File: config.mk
export PLATFORM = sky130hd
export DESIGN_NAME = rv32i_multicycle_ctrl_flat
export DESIGN_NICKNAME = d
export VERILOG_FILES = /design/src/rtl/rv32_ctrl_pkg.sv /design/src/rtl/rv32i_multicycle_ctrl_if.sv /design/src/rtl/opcode_classifier.sv /design/src/rtl/rv32i_multicycle_ctrl.sv /design/src/flat_wrapper.sv
export SDC_FILE = /design/constraint.sdc
export NUM_CORES = 1
export LEC_CHECK = 0
export CELL_PAD_IN_SITES_DETAIL_PLACEMENT = 0
export CELL_PAD_IN_SITES_GLOBAL_PLACEMENT = 1
export CORE_UTILIZATION = 30
export CTS_BUF_LIST = sky130_fd_sc_hd__clkbuf_8
export CTS_CLUSTER_DIAMETER = 200
export DETAILED_ROUTE_END_ITERATION = 10
export PLACE_DENSITY_LB_ADDON = 0.3
export SYNTH_ARGS = -nofsm -noshare
export SYNTH_HDL_FRONTEND = slang
export SYNTH_HIERARCHICAL = 1
export SYNTH_SLANG_ARGS = --single-unit
File: constraint.sdc
create_clock -name clk -period 2.1 [get_ports clk]
set_input_delay 0.21 -clock clk [delete_from_list [all_inputs] [get_ports clk]]
set_output_delay 0.21 -clock clk [all_outputs]
set_load 0.005 [all_outputs]
File: src/rtl/rv32_ctrl_pkg.sv
// Shared opcodes, FSM state and instruction-class types for the RV32I multi-cycle sequencer.
package rv32_ctrl_pkg;

    localparam logic [6:0] OP       = 7'b0110011;
    localparam logic [6:0] OP_IMM   = 7'b0010011;
    localparam logic [6:0] LUI      = 7'b0110111;
    localparam logic [6:0] AUIPC    = 7'b0010111;
    localparam logic [6:0] JAL      = 7'b1101111;
    localparam logic [6:0] JALR     = 7'b1100111;
    localparam logic [6:0] BRANCH   = 7'b1100011;
    localparam logic [6:0] LOAD     = 7'b0000011;
    localparam logic [6:0] STORE    = 7'b0100011;
    localparam logic [6:0] MISC_MEM = 7'b0001111;
    localparam logic [6:0] SYSTEM   = 7'b1110011;

    localparam logic [3:0] ALU_ADD = 4'b0000;

    localparam logic [1:0] WR_SEL_ALU = 2'd0;
    localparam logic [1:0] WR_SEL_PC4 = 2'd1;
    localparam logic [1:0] WR_SEL_IMM = 2'd2;

    typedef enum logic [2:0] {
        StFetch,
        StDecode,
        StExec,
        StWb,
        StHalt
    } state_e;

    typedef enum logic [3:0] {
        ClsOp,
        ClsOpImm,
        ClsLui,
        ClsAuipc,
        ClsJal,
        ClsJalr,
        ClsBranch,
        ClsFence,
        ClsSystem,
        ClsIllegal
    } instr_cls_e;

endpackage

File: src/rtl/rv32i_multicycle_ctrl_if.sv
// Instruction-memory fetch handshake between the sequencer (master) and memory (slave).
interface rv32i_multicycle_ctrl_if #(
    parameter int unsigned XLEN = 32
) ();

    logic            imem_req;
    logic [XLEN-1:0] imem_addr;
    logic            imem_ready;
    logic [XLEN-1:0] imem_rdata;

    modport master (
        output imem_req,
        output imem_addr,
        input  imem_ready,
        input  imem_rdata
    );

    modport slave (
        input  imem_req,
        input  imem_addr,
        output imem_ready,
        output imem_rdata
    );

endinterface

File: src/rtl/opcode_classifier.sv
// Combinational opcode decode: instruction class plus rd-writing and control-flow flags.
module opcode_classifier
    import rv32_ctrl_pkg::*;
(
    input  logic [6:0] opcode,
    output instr_cls_e cls,
    output logic       uses_rd,
    output logic       is_control
);

    always_comb begin
        cls = ClsIllegal;
        unique case (opcode)
            OP:          cls = ClsOp;
            OP_IMM:      cls = ClsOpImm;
            LUI:         cls = ClsLui;
            AUIPC:       cls = ClsAuipc;
            JAL:         cls = ClsJal;
            JALR:        cls = ClsJalr;
            BRANCH:      cls = ClsBranch;
            MISC_MEM:    cls = ClsFence;
            SYSTEM:      cls = ClsSystem;
            // Loads and stores trap as illegal.
            LOAD, STORE: cls = ClsIllegal;
            default:     cls = ClsIllegal;
        endcase
    end

    always_comb begin
        uses_rd    = 1'b0;
        is_control = 1'b0;
        unique case (cls)
            ClsOp, ClsOpImm, ClsLui, ClsAuipc: uses_rd = 1'b1;
            ClsJal, ClsJalr: begin
                uses_rd    = 1'b1;
                is_control = 1'b1;
            end
            ClsBranch: is_control = 1'b1;
            default: ;
        endcase
    end

endmodule

File: src/rtl/rv32i_multicycle_ctrl.sv
// RV32I multi-cycle control sequencer: owns PC, IR and ALUOUT and steps
// FETCH -> DECODE -> EXEC -> WB, trapping to HALT on system/illegal/misaligned.
module rv32i_multicycle_ctrl
    import rv32_ctrl_pkg::*;
#(
    parameter int unsigned     XLEN         = 32,
    parameter logic [XLEN-1:0] RESET_VECTOR = 32'h0000_0000
) (
    input  logic                     clk,
    input  logic                     rst,
    rv32i_multicycle_ctrl_if.master  imem,
    output logic [XLEN-1:0]          instr,
    output logic [XLEN-1:0]          pc,
    output logic                     alu_mux1_ctrl,
    output logic                     alu_mux2_ctrl,
    output logic [3:0]               alu_ctrl,
    input  logic [XLEN-1:0]          alu_result,
    input  logic                     br_taken,
    output logic                     rf_wr_en,
    output logic [1:0]               rf_wr_sel,
    output logic                     retire,
    output logic                     halt,
    output logic                     illegal
);

    state_e          state_q, state_d;
    logic [XLEN-1:0] pc_q, pc_d;
    logic [XLEN-1:0] ir_q, ir_d;
    logic [XLEN-1:0] alu_out_q, alu_out_d;
    logic            taken_q, taken_d;
    logic            illegal_q, illegal_d;

    instr_cls_e      cls;
    logic            uses_rd;
    logic            is_control;
    logic            exec_taken;
    logic [XLEN-1:0] pc_plus4;
    logic [XLEN-1:0] wb_target;

    opcode_classifier u_classifier (
        .opcode     (ir_q[6:0]),
        .cls        (cls),
        .uses_rd    (uses_rd),
        .is_control (is_control)
    );

    assign pc_plus4   = pc_q + XLEN'(4);
    assign exec_taken = is_control && ((cls != ClsBranch) || br_taken);

    // JALR targets drop bit 0; JAL/BRANCH targets are used as computed.
    always_comb begin
        wb_target = alu_out_q;
        if (cls == ClsJalr) begin
            wb_target[0] = 1'b0;
        end
    end

    always_ff @(posedge clk) begin
        if (rst) begin
            state_q   <= StFetch;
            pc_q      <= RESET_VECTOR;
            ir_q      <= '0;
            alu_out_q <= '0;
            taken_q   <= 1'b0;
            illegal_q <= 1'b0;
        end else begin
            state_q   <= state_d;
            pc_q      <= pc_d;
            ir_q      <= ir_d;
            alu_out_q <= alu_out_d;
            taken_q   <= taken_d;
            illegal_q <= illegal_d;
        end
    end

    always_comb begin
        state_d   = state_q;
        pc_d      = pc_q;
        ir_d      = ir_q;
        alu_out_d = alu_out_q;
        taken_d   = taken_q;
        illegal_d = illegal_q;
        unique case (state_q)
            StFetch: begin
                if (imem.imem_ready) begin
                    ir_d    = imem.imem_rdata;
                    state_d = StDecode;
                end
            end
            StDecode: begin
                taken_d = 1'b0;
                unique case (cls)
                    ClsFence:  state_d = StWb;
                    ClsSystem: state_d = StHalt;
                    ClsIllegal: begin
                        state_d   = StHalt;
                        illegal_d = 1'b1;
                    end
                    default:   state_d = StExec;
                endcase
            end
            StExec: begin
                alu_out_d = alu_result;
                taken_d   = exec_taken;
                // Bit 1 of the target is unaffected by the JALR bit-0 clear.
                if (exec_taken && alu_result[1]) begin
                    state_d   = StHalt;
                    illegal_d = 1'b1;
                end else begin
                    state_d = StWb;
                end
            end
            StWb: begin
                pc_d    = taken_q ? wb_target : pc_plus4;
                state_d = StFetch;
            end
            StHalt:  state_d = StHalt;
            default: state_d = StFetch;
        endcase
    end

    // Outputs read reset values while rst is held, whatever the current state.
    always_comb begin
        imem.imem_req = 1'b0;
        alu_mux1_ctrl = 1'b0;
        alu_mux2_ctrl = 1'b0;
        alu_ctrl      = ALU_ADD;
        rf_wr_en      = 1'b0;
        rf_wr_sel     = WR_SEL_ALU;
        retire        = 1'b0;
        halt          = 1'b0;
        illegal       = 1'b0;
        if (!rst) begin
            unique case (state_q)
                StFetch: imem.imem_req = 1'b1;
                StExec, StWb: begin
                    unique case (cls)
                        ClsOp: begin
                            alu_mux2_ctrl = 1'b1;
                            alu_ctrl      = {ir_q[14:12], ir_q[30]};
                        end
                        ClsOpImm: alu_ctrl = {ir_q[14:12], (ir_q[14:12] == 3'b101) && ir_q[30]};
                        ClsAuipc, ClsJal, ClsBranch: alu_mux1_ctrl = 1'b1;
                        default: ;
                    endcase
                    if (state_q == StWb) begin
                        retire   = 1'b1;
                        rf_wr_en = uses_rd && (ir_q[11:7] != 5'd0);
                        unique case (cls)
                            ClsJal, ClsJalr: rf_wr_sel = WR_SEL_PC4;
                            ClsLui:          rf_wr_sel = WR_SEL_IMM;
                            default:         rf_wr_sel = WR_SEL_ALU;
                        endcase
                    end
                end
                StHalt: begin
                    halt    = 1'b1;
                    illegal = illegal_q;
                end
                default: ;
            endcase
        end
    end

    assign imem.imem_addr = pc_q;
    assign pc             = pc_q;
    assign instr          = ir_q;

endmodule

File: src/flat_wrapper.sv
// flat-port wrapper written by rule: the top's interface ports become plain ports
module rv32i_multicycle_ctrl_flat import rv32_ctrl_pkg::*;
#(
    parameter int unsigned     XLEN         = 32,
    parameter logic [XLEN-1:0] RESET_VECTOR = 32'h0000_0000
)
  (clk, rst, instr, pc, alu_mux1_ctrl, alu_mux2_ctrl, alu_ctrl, alu_result, br_taken, rf_wr_en, rf_wr_sel, retire, halt, illegal, imem_imem_req, imem_imem_addr, imem_imem_ready, imem_imem_rdata);
  rv32i_multicycle_ctrl_if #(.XLEN(XLEN)) imem_i ();
  input  logic clk;
  input  logic rst;
  output logic [XLEN-1:0] instr;
  output logic [XLEN-1:0] pc;
  output logic alu_mux1_ctrl;
  output logic alu_mux2_ctrl;
  output logic [3:0] alu_ctrl;
  input  logic [XLEN-1:0] alu_result;
  input  logic br_taken;
  output logic rf_wr_en;
  output logic [1:0] rf_wr_sel;
  output logic retire;
  output logic halt;
  output logic illegal;
  output wire logic [$bits(imem_i.imem_req)-1:0] imem_imem_req;
  output wire logic [$bits(imem_i.imem_addr)-1:0] imem_imem_addr;
  input wire logic [$bits(imem_i.imem_ready)-1:0] imem_imem_ready;
  input wire logic [$bits(imem_i.imem_rdata)-1:0] imem_imem_rdata;
  assign imem_imem_req = imem_i.imem_req;
  assign imem_imem_addr = imem_i.imem_addr;
  assign imem_i.imem_ready = imem_imem_ready;
  assign imem_i.imem_rdata = imem_imem_rdata;
  rv32i_multicycle_ctrl #(.XLEN(XLEN), .RESET_VECTOR(RESET_VECTOR)) u_core (.clk(clk), .rst(rst), .imem(imem_i), .instr(instr), .pc(pc), .alu_mux1_ctrl(alu_mux1_ctrl), .alu_mux2_ctrl(alu_mux2_ctrl), .alu_ctrl(alu_ctrl), .alu_result(alu_result), .br_taken(br_taken), .rf_wr_en(rf_wr_en), .rf_wr_sel(rf_wr_sel), .retire(retire), .halt(halt), .illegal(illegal));
endmodule
# After elaboration in Yosys (flattened, before gate mapping)
# Cells that the tools add are included.
[word_totals]
reg_bits = 101
latchBits = 0
ram_bits = 0
mem_bits_ro = 0
wordCells = 89
mem_count = 0
[classes]
n_addsub = 1
mul = 0
div_mod_pow = 0
magnitude_cmp = 0
n_eq_ne = 27
shifts = 0
mux = 38
bitwise_logic = 0
reduce_logical = 17
[ops]
columns = ["op", "count"]
rows = [
  ["4-bit case mux with 9 select lines", 1],
  ["32-bit by 3-bit adder with 32-bit output (second input constant)", 1],
  ["32-bit two-way mux", 1],
  ["7-bit equality test (second input constant)", 4],
  ["1-bit two-way mux", 23],
  ["4-bit by 3-bit equality test with 1-bit output (second input constant)", 4],
  ["7-bit by 5-bit equality test with 1-bit output (second input constant)", 2],
  ["7-bit by 6-bit equality test with 1-bit output (second input constant)", 2],
  ["3-bit case mux with 4 select lines", 1],
  ["4-bit by 2-bit equality test with 1-bit output (second input constant)", 2],
  ["4-bit equality test (second input constant)", 2],
  ["4-bit two-way mux", 2],
  ["4-bit case mux with 2 select lines", 1],
  ["7-bit by 4-bit equality test with 1-bit output (second input constant)", 1],
  ["3-bit by 2-bit equality test with 1-bit output (second input constant)", 2],
  ["3-bit equality test (second input constant)", 2],
  ["2-bit two-way mux", 3],
  ["3-bit two-way mux", 2],
  ["3-bit case mux with 2 select lines", 1],
  ["2-bit OR reduction", 3],
  ["3-bit OR reduction", 2],
  ["6-bit OR reduction", 1],
  ["5-bit nonzero test", 1],
  ["4-bit by 1-bit equality test with 1-bit output (second input constant)", 1],
  ["other kinds (13)", 18],
]

# Logic depth before layout (Yosys ltp)
[depth]
depth_word = 9
ltp_mapped = 9
mapped_depth_nobuf = 8

# Cells and area by module
# Netlist, hierarchy kept.
[by_module_without_submodules]
columns = ["module", "instances", "cells_each", "area_each_um2", "seq_area_each_um2"]
rows = [
  ["rv32i_multicycle_ctrl", 1, 637, 4859.7, 2021.9],
  ["opcode_classifier", 1, 21, 147.6, 0.0],
]

# Worst setup path after synthesis
# OpenSTA, ideal clock, no wires.
[synth_path]
path_type = "register to output"
from = "reg u_core.ir_q[6], in the netlist u_core/instr[6]"
to = "out alu_ctrl[0]"
t_arrival_ns = 1.840
slack_ns = 0.050
stages_incl_launch_ff = 7
n_path_buf = 0
cell_sequence = "dfxtp_1 nand2b_4 or2_2 o22a_2 or3_1 nor3_1 and3_1"
[synth_between]
elab_chain_len = 6
[synth_lines]
columns = ["item", "line_no", "source"]
rows = [
  ["start, declared", "rv32i_multicycle_ctrl.sv:28", "logic [XLEN-1:0] ir_q, ir_d;"],
  ["start signal, assigned", "rv32i_multicycle_ctrl.sv:69", "ir_q <= ir_d;"],
  ["7-bit equality test (tied with other cells)", "opcode_classifier.sv:13", "unique case (opcode)"],
  ["4-bit case mux with 9 select lines *", "opcode_classifier.sv:13", ""],
  ["via u_core.cls[3]", "rv32i_multicycle_ctrl.sv:33", "instr_cls_e cls;"],
  ["4-bit by 1-bit equality test with 1-bit output / 4-bit logical NOT (equally long branches)", "rv32i_multicycle_ctrl.sv:137", "unique case (cls)"],
  ["4-bit case mux with 2 select lines *", "rv32i_multicycle_ctrl.sv:137", ""],
  ["4-bit two-way mux *", "rv32i_multicycle_ctrl.sv:134", "unique case (state_q)"],
  ["4-bit two-way mux *", "rv32i_multicycle_ctrl.sv:133", "if (!rst) begin"],
  ["end, declared", "flat_wrapper.sv:15", "output logic [3:0] alu_ctrl;"],
]
# Mark *: on every way through the listed nets, which the timed path passes. The rest lies on a longest branch.

# Final worst setup path
[layout_path]
from = "reg u_core.ir_q[2], in the netlist u_core/instr[2]"
to = "out alu_ctrl[0]"
# Same word-level chain as after synthesis.

==> metrics.txt <==
CP max-delay cell=dfxtp_4; complex-gate fraction of the synthesized area=19.5%; Synth Area in Adders=0.250%; Boundary Pins=between 150 and 200; gr usage total=19.2%; Slew Viols, Final=0; Netlist Area Pre-Place=5010 sq um; Initial Util=a little under a third; layout cell share with drive strength beyond 1=16.7%; global route overflow=0; Area after DPL=7070 sq um; Main synth FF type=dfxtp_1; DRC Markers=0; largest net degree at the start of global routing=59; CTS root buffer=clkbuf_8; initial drt markers=between 300 and 400; Via-to-Cell Ratio=about 5.1; DRT Pass-1 Iters=5; routed length per placed instance=15.6 um; main combinational cell family by area after synthesis=simple AND/OR/NAND/NOR gates; Synth Register Bits=101; Crit Path Class=flip-flop to output port; CTS Buf Count=9; # clock sinks=101; failing checks=negative setup slack; synth-to-layout area growth=51.0%; yosys warns=6; setup ws final=-0.448 ns; Worst Path Arrival=2.34 ns; Cell Chain, Critical Path=and4bb_1 > buf_4 > buf_4 > a31oi_1 > o22ai_4 > nor3_2 > buf_4 > buf_6 > and3_4 > buf_6; Mapped Cells=about 660; Hold Path Class=input pin to flip-flop; hold slack=0.315 ns; GP Congestion=0.801; simple-gate share of the synthesized area=28.8%; Max Clock Freq=393 MHz; post-synth net total=727; ys async rst share=0%; most common cell after layout, fill and taps aside=clkdlybuf4s50_1; setup violators final=14; worst clock skew=0.0140 ns; Die W=131 um; RSZ-0062 raised after global routing=true; synth unique cells=63; Final Cycle Share=121%; PD cells=595 nW/um^2; most frequent cells in the layout=clkdlybuf4s50_1 (165), nand2_1 (152), dfxtp_1 (92), a21oi_1 (88), buf_4 (69); Worst-Margin Slew=slightly below 0.7 ns; vias in the first global route=5214; DP HPWL=11400 um; # fillers=1587; core area=approximately 16000 sq um; port bufs=176; CTS tree=yes; Clk Latency, worst-skew pair=0.39 ns; # diodes=0; Hold Vio Cnt, Final=0; initial antenna violation count=0; Reg clk slew, reported paths=roughly 0.09 ns; CTS Hold Bufs=0; Slew HR=53.9%; vias=5359; DIE HEIGHT=roughly 130 um; WL final=16600 um; Max VDD drop=0.417 mV; Mapped Avg Cell Area=7.61 sq um; Post-synth EDFFs=0; Lkg Pwr=2.77 nW; mux share of post-synthesis cell area=1.80%; CP endpoint kind=output port; row cnt=46; status=finished with violations; final instance area=7560 sq um; critical path's largest stage delay=0.37 ns; CP required=1.89 ns; Die ar.=17200 sq um; register area share after synthesis=40.4%; first-pass GRT wire length=26700 um; XOR/XNOR Fraction of Synth Area=0.175%; CP max FO=7; most used cell, CP=buf_4; Post-DRT Antenna Nets=0; Layout Nets=909; max_cap viols=0; Critical Path Start Type=flip-flop; Clock Tree Buf Depth=2; Final min period=2.55 ns; Max H-tree Level=3
==> cell type report <==
type	instances	area (sq um)	area share, %
multi-input cells	471	2670	35.3
clock buffers	10	138	1.82
clock inverters	6	87.6	1.16
repair buffers	251	2340	30.9
inverters	6	22.5	0.298
flip-flops and latches	101	2040	26.9
well taps	216	270	3.57
==> timing repair <==
action,4_1_cts,5_1_grt
pin swaps,7,9
gates resized for setup,60,22
setup endpoints to repair,17,20
setup buffers,10,6
==> cell families after synthesis <==
logic type | Yosys count
AO/OA/AOI/OAI | 162
XOR/XNOR | 1
adder cells (fa/ha/maj) | 1
buffers and inverters | 86
flip-flops | 101
multiplexers | 9
AND/OR/NAND/NOR | 298
==> path summary, 6_finish.rpt <==
| path | from | endpoint | slack, ns | depth (start not counted) |
|---|---|---|---|---|
| worst min-delay path | rst | u_core/alu_out_q[31] | 0.32 | 3 |
| worst max-delay path | u_core/instr[2] | alu_ctrl[0] | -0.45 | 10 |
| worst max register to register | u_core/instr[2] | u_core/illegal_q | -0.25 | 12 |
| worst min register to register | u_core/alu_out_q[4] | u_core/alu_out_q[4] | 0.46 | 2 |
==> state kept, by name (all words and copies together), names as in the netlist <==
signal,flops
u_core/illegal_q,1
u_core/state_q,3
u_core/taken_q,1
u_core/imem.imem_addr,32
u_core/alu_out_q,32
u_core/instr,32
==> routing by layer <==
layer / track usage, % / part of all wire, % / routed length, um / vias to the layer above
li1: - / - / - / 2642
met1: 23.4 / 43 / 7210 / 2470
met2: 31.9 / 47 / 7780 / 218
met3: 5.52 / 7.4 / 1220 / 29
met4: 6.86 / 2.3 / 382 / 0
met5: 0 / 0 / 0 / -
==> cells in the mapped netlist (2+ instances only) <==
| cell | instances | area share [%] |
|---|---|---|
| a2111oi_0 | 2 | 0.35 |
| a211oi_1 | 3 | 0.45 |
| a21o_1 | 3 | 0.45 |
| a21oi_1 | 89 | 8.9 |
| a221oi_1 | 2 | 0.35 |
| a22oi_1 | 15 | 2.2 |
| a311oi_1 | 2 | 0.35 |
| a31oi_1 | 10 | 1.2 |
| and2_1 | 7 | 0.87 |
| and3_1 | 10 | 1.2 |
| and4_1 | 2 | 0.35 |
| buf_2 | 2 | 0.20 |
| buf_4 | 34 | 5.1 |
| clkbuf_1 | 43 | 3.2 |
| dfxtp_1 | 101 | 40 |
| inv_1 | 5 | 0.37 |
| mux2i_1 | 9 | 1.8 |
| nand2_1 | 152 | 11 |
| nand2b_1 | 6 | 0.75 |
| nand3_1 | 21 | 2.1 |
| nand3_2 | 2 | 0.40 |
| nand3b_1 | 4 | 0.60 |
| nand4_1 | 10 | 1.2 |
| nor2_1 | 36 | 2.7 |
| nor3_1 | 8 | 0.80 |
| nor3b_1 | 2 | 0.30 |
| nor4_1 | 6 | 0.75 |
| o211ai_1 | 4 | 0.60 |
| o21ai_0 | 8 | 0.80 |
| o22ai_1 | 8 | 1.0 |
| o311ai_0 | 3 | 0.52 |
| o31ai_1 | 4 | 0.60 |
| or2_2 | 5 | 0.62 |
| or3_1 | 5 | 0.62 |
| or4_1 | 7 | 1.0 |
==> where the power goes <==
part | switching [W] | internal [W] | total [W] | leakage, nW
Clock | 0.000718 | 0.000702 | 0.00142 | 0.110
Combinational | 0.000371 | 0.000571 | 0.000942 | 1.83
Sequential | 0.000111 | 0.00203 | 0.00214 | 0.827
Total | 0.00120 | 0.00330 | 0.00450 | 2.77
==> worst max-delay path: cells and delay by family (launching register included) <==
kind / cells / cell delay, ns
AOI/OAI and AO/OA: 2 / 0.42
buffers and inverters: 5 / 0.59
DFF: 1 / 0.37
and+or+nand+nor: 3 / 0.57
==> metrics by stage <==
step / TNS [ns] / total power (W) / util (%) / std cells / setup WS (ns)
after detailed placement: -3.89 / 0.00309 / 43.9 / 1030 / -0.527
after global routing: -5.14 / 0.00472 / 46.9 / 1061 / -0.542
after CTS: -3.37 / 0.00454 / 46.3 / 1055 / -0.489
after global placement: -2.83 / 0.00307 / 43.9 / 1030 / -0.433
after floorplan: 0 / 0.00256 / - / 658 / 0.0502
final: -3.82 / 0.00450 / 46.9 / 1061 / -0.448
(Power assumes the default switching activity.)
